==> config.mk <==
export PLATFORM = sky130hd
export DESIGN_NAME = reg_status_file
export DESIGN_NICKNAME = d
export VERILOG_FILES = /design/src/rtl/reg_status_file.sv
export SDC_FILE = /design/constraint.sdc
export NUM_CORES = 2
export LEC_CHECK = 0
export CORE_ASPECT_RATIO = 0.5
export CORE_MARGIN = 4
export CORE_UTILIZATION = 44
export DETAILED_ROUTE_END_ITERATION = 8
export GPL_ROUTABILITY_DRIVEN = 1
export PLACE_DENSITY = 0.7
export SKIP_CTS_REPAIR_TIMING = 1
export SYNTH_ARGS = -nofsm -noshare
export SYNTH_HDL_FRONTEND = slang
export SYNTH_SLANG_ARGS = --single-unit
==> constraint.sdc <==
create_clock -name clk_in -period 4.38 [get_ports clk_in]
set_clock_uncertainty 0.15 [all_clocks]
set_input_delay 0.876 -clock clk_in [delete_from_list [all_inputs] [get_ports clk_in]]
set_output_delay 0.876 -clock clk_in [all_outputs]
set_load 0.05 [all_outputs]
==> src/rtl/reg_status_file.sv <==
// Architectural register file with per-register rename status and ROB forwarding.
// Commits and renames update state on the clock edge; operand lookups are combinational.
module reg_status_file #(
  parameter int ROB_WIDTH_BIT = 4
) (
  input  logic                     clk_in,
  input  logic                     rst_in,
  input  logic                     rdy_in,
  input  logic                     clear,
  input  logic [4:0]               set_reg_id,
  input  logic [31:0]              set_val,
  input  logic [ROB_WIDTH_BIT-1:0] set_reg_on_rob_id,
  input  logic [4:0]               set_dep_reg_id,
  input  logic [ROB_WIDTH_BIT-1:0] set_dep_rob_id,
  input  logic [4:0]               rs1,
  input  logic [4:0]               rs2,
  output logic [31:0]              val1,
  output logic                     has_dep1,
  output logic [ROB_WIDTH_BIT-1:0] dep1,
  output logic [31:0]              val2,
  output logic                     has_dep2,
  output logic [ROB_WIDTH_BIT-1:0] dep2,
  output logic [ROB_WIDTH_BIT-1:0] get_rob_id1,
  input  logic                     rob_value1_ready,
  input  logic [31:0]              rob_value1,
  output logic [ROB_WIDTH_BIT-1:0] get_rob_id2,
  input  logic                     rob_value2_ready,
  input  logic [31:0]              rob_value2
);

  logic [31:0]              regv_q [32];
  logic                     busy_q [32];
  logic [ROB_WIDTH_BIT-1:0] tag_q  [32];

  // The rename is applied after the commit so it wins when both target one register.
  always_ff @(posedge clk_in or negedge rst_in) begin
    if (!rst_in) begin
      for (int r = 0; r < 32; r++) begin
        regv_q[r] <= '0;
        busy_q[r] <= 1'b0;
        tag_q[r]  <= '0;
      end
    end else if (rdy_in) begin
      if (clear) begin
        for (int r = 0; r < 32; r++) begin
          busy_q[r] <= 1'b0;
          tag_q[r]  <= '0;
        end
      end else begin
        if (set_reg_id != 5'd0) begin
          regv_q[set_reg_id] <= set_val;
          if (busy_q[set_reg_id] && (tag_q[set_reg_id] == set_reg_on_rob_id)) begin
            busy_q[set_reg_id] <= 1'b0;
          end
        end
        if (set_dep_reg_id != 5'd0) begin
          busy_q[set_dep_reg_id] <= 1'b1;
          tag_q[set_dep_reg_id]  <= set_dep_rob_id;
        end
      end
    end
  end

  always_comb begin
    val1        = '0;
    has_dep1    = 1'b0;
    dep1        = '0;
    get_rob_id1 = '0;
    if (rs1 != 5'd0) begin
      if (busy_q[rs1]) begin
        get_rob_id1 = tag_q[rs1];
      end
      // A commit landing this cycle for the owning ROB entry is forwarded directly.
      if ((set_reg_id == rs1) && busy_q[rs1] && (tag_q[rs1] == set_reg_on_rob_id)) begin
        val1 = set_val;
      end else if (busy_q[rs1]) begin
        if (rob_value1_ready) begin
          val1 = rob_value1;
        end else begin
          has_dep1 = 1'b1;
          dep1     = tag_q[rs1];
        end
      end else begin
        val1 = regv_q[rs1];
      end
    end
  end

  always_comb begin
    val2        = '0;
    has_dep2    = 1'b0;
    dep2        = '0;
    get_rob_id2 = '0;
    if (rs2 != 5'd0) begin
      if (busy_q[rs2]) begin
        get_rob_id2 = tag_q[rs2];
      end
      if ((set_reg_id == rs2) && busy_q[rs2] && (tag_q[rs2] == set_reg_on_rob_id)) begin
        val2 = set_val;
      end else if (busy_q[rs2]) begin
        if (rob_value2_ready) begin
          val2 = rob_value2;
        end else begin
          has_dep2 = 1'b1;
          dep2     = tag_q[rs2];
        end
      end else begin
        val2 = regv_q[rs2];
      end
    end
  end

endmodule

==> flow_summary.toml <==
[flow_run]
drv_cap = 0

[placement]
dp_hpwl_um = 140000
portBuffers = 211
dp_slack_ps = -703
place_congestion = 0.929

[power]
power_leakage_nw = 35.1
ir_worst_vdd_mv = 0.333
pwr_density_cell_mw_per_mm2 = 376

[final_layout]
fin_nets = 4960
final_cell_mix = "1180 x dfrtp_1, 906 x mux2_2, 742 x mux4_2, 318 x buf_4, 197 x nand2_1"
area_delta_synth_final_pct = 20.7
antenna-diode-count = 0
layout_commonest_cell = "dfrtp_1"
drive_gt1_share_pct = 53.0

[synth]
synthTopCellsByArea = "dfrtp_1 44%, mux4_2 25%, mux2_2 15%, mux2_1 2.0%, mux2i_1 1.8%"
ys.warnings.count = 0
synth_top_family_by_area = "multiplexers"
synth.avg_cell_area_um2 = 14.7
synthAdderAreaFrac_pct = 0
syn_area_mm2 = 0.0669
synth_xor_area_share_pct = 0.222
synth.distinct_cells = 63
synthSimpleGateAreaFrac_pct = 4.58
synth_flop_cell = "dfrtp_1"
synth_edf_count = 0
synth_top_area_share_pct = 44.3
synthMuxAreaShare_pct = 44.2
yosysTopAreaCell = "dfrtp_1"
syn-num-nets = 4694
syn_inst = 4564
ys_async_sr_fraction_pct = 100
ys_ff_latch = 1184
ys_seq_area_share_pct = 44.3
synth_compound_area_share_pct = 3.26

[global_routing]
grt_max_degree = 123
grt_overflow_total = 0
first_global_vias = 47725
grt_use_total_pct = 26.9
grt_first_pass_wirelength_um = 322000
antenna_found_initial = 2

[cts]
clock_latency_ps = 760
cts.sinks = 1184
cts_tree = "yes"
htreeDepth = 3
clockRootBuffer = "clkbuf_16"
clk_pin_slew_ps = 60
cts_buffers = 112
cts_max_path_buffers = 3

[timing]
relSlewSlack_pct = 25.7
finalWorstSetupSlack_ps = -503
worstMarginPinSlew_ps = 1110
rsz0062_at_grt = "yes"
period_minus_slack_ps = 4880
period_share_pct = 111
hold_slack_ps = 242
fmax_ghz = 0.205
setup_violations = 74
drv_slew = 0
finalHoldViolations = 0

[worst_setup_path]
crit_start = "rs2[1]"
rrSetupSlack_ps = 1220
cp.arrival_ps = 3860
cp_max_fo = 10
worstPathRequired_ps = 3350
reg2reg_from = "tag_q[99]"
start_kind = "input port"
reg2reg_depth = 9
path_class = "in -> out"
rr_endpoint = "busy_q[4]"
cp-endpoint = "val2[13]"
critPathCaptureType = "output port"

[floorplan]
die_area_mm2 = 0.159
io_pins = 212
start_util_pct = 44.7
die_h_um = 284
chipWidth_um = 560
core_mm2 = 0.150
rows = 100

[run_status]
violations = "negative setup slack"
status = "finished with violations"

[route]
vias_per_cell = 6.70
ant_nets = 0
dr.pass1.iters = 5
vias = 46355
drt-initial-drc-count = 5540
routedWlPerCell_um = 32.4
drt-total-wl_um = 224000
remaining_drc_errors = 0

[hold_path]
min_path_type = "reg -> reg"
## sequential cells by signal, summed over array words and instances, names as in the netlist
register and flops:
tag_q 128, busy_q 32, regv_q 1024
## power by group
part / switching [W] / internal (W)
clock network: 0.00447 / 0.00554
logic: 0.00335 / 0.00385
registers: 0.000939 / 0.0122
total: 0.00876 / 0.0216
## cell families (layout without fill, tap and decap cells)
| family | count (synthesis) | count (layout) |
|---|---|---|
| flip-flops | 1184 | 1184 |
| AO/OA/AOI/OAI | 338 | 338 |
| AND/OR/NAND/NOR | 593 | 593 |
| XOR/XNOR | 17 | 17 |
| multiplexers | 1896 | 1896 |
| buffers and inverters | 536 | 897 |
## critical path, cell delays in order
cell	delay (ps)
buf_16	140
buf_16	140
buf_12	120
mux4_2	440
o22ai_2	110
or4_4	590
xor2_4	200
o2111a_2	260
buf_12	160
buf_16	180
a31oi_1	160
nor3_4	230
buf_6	190
## cell type report
type / count / area, µm²
clock inverters: 43 / 423
flip-flops and latches: 1184 / 29600
inverters: 8 / 35.0
clock buffers: 166 / 3280
repair buffers: 680 / 8180
well taps: 1989 / 2490
fillers: 11676 / 69100
multi-input cells: 2844 / 36700
## layer usage
| metal | GRT usage [%] | share of wire [%] | wire (µm) |
|---|---|---|---|
| met4 | 8.92 | 3.9 | 8640 |
| met3 | 6.65 | 10 | 22900 |
| met1 | 37.9 | 40 | 89700 |
| met5 | 0 | 0.0058 | 13 |
| met2 | 41.1 | 46 | 103000 |
## worst min path at each step
stage,depth (start not counted),end,start
floorplan,1,regv_q[1000],regv_q[1000]
global placement,0,regv_q[999],regv_q[999]
detailed placement,0,regv_q[994],regv_q[994]
CTS,1,tag_q[45],rst_in
global route,0,regv_q[1005],regv_q[1005]
finish,0,regv_q[1005],regv_q[1005]
## synthesized netlist by cell type, drive strengths merged (2+ instances only)
cell,count
nor3,49
and3,8
nand2b,5
mux2,1031
nand3,162
or2,6
xnor2,11
o22a,3
o22ai,13
and2,20
a31oi,35
nor3b,8
xor2,6
and3b,4
dfrtp,1184
a22o,5
or3,5
a221oi,2
nand4,18
mux2i,122
o21a,2
a21oi,8
a21o,33
or3b,3
buf,251
clkbuf,277
a31o,16
mux4,743
a32o,30
or4,5
nor2,25
nor2b,9
nor4,36
nand3b,3
o21ai,160
nand2,225
inv,7
a22oi,22
## through the flow
step | util [%] | cell area, µm² | TNS [ps] | std cells | power [W]
after global routing | 53.9 | 80800 | -33550 | 6914 | 0.0314
after detailed placement | 50.0 | 74900 | -41950 | 6635 | 0.0200
final | 53.9 | 80800 | -28020 | 6914 | 0.0303
after CTS | 52.5 | 78600 | -42290 | 6844 | 0.0299
after floorplan | - | 68100 | -5780 | 4564 | 0.0175
after global placement | 50.0 | 74900 | -39260 | 6635 | 0.0196
Power figures use the tool's default switching activity.
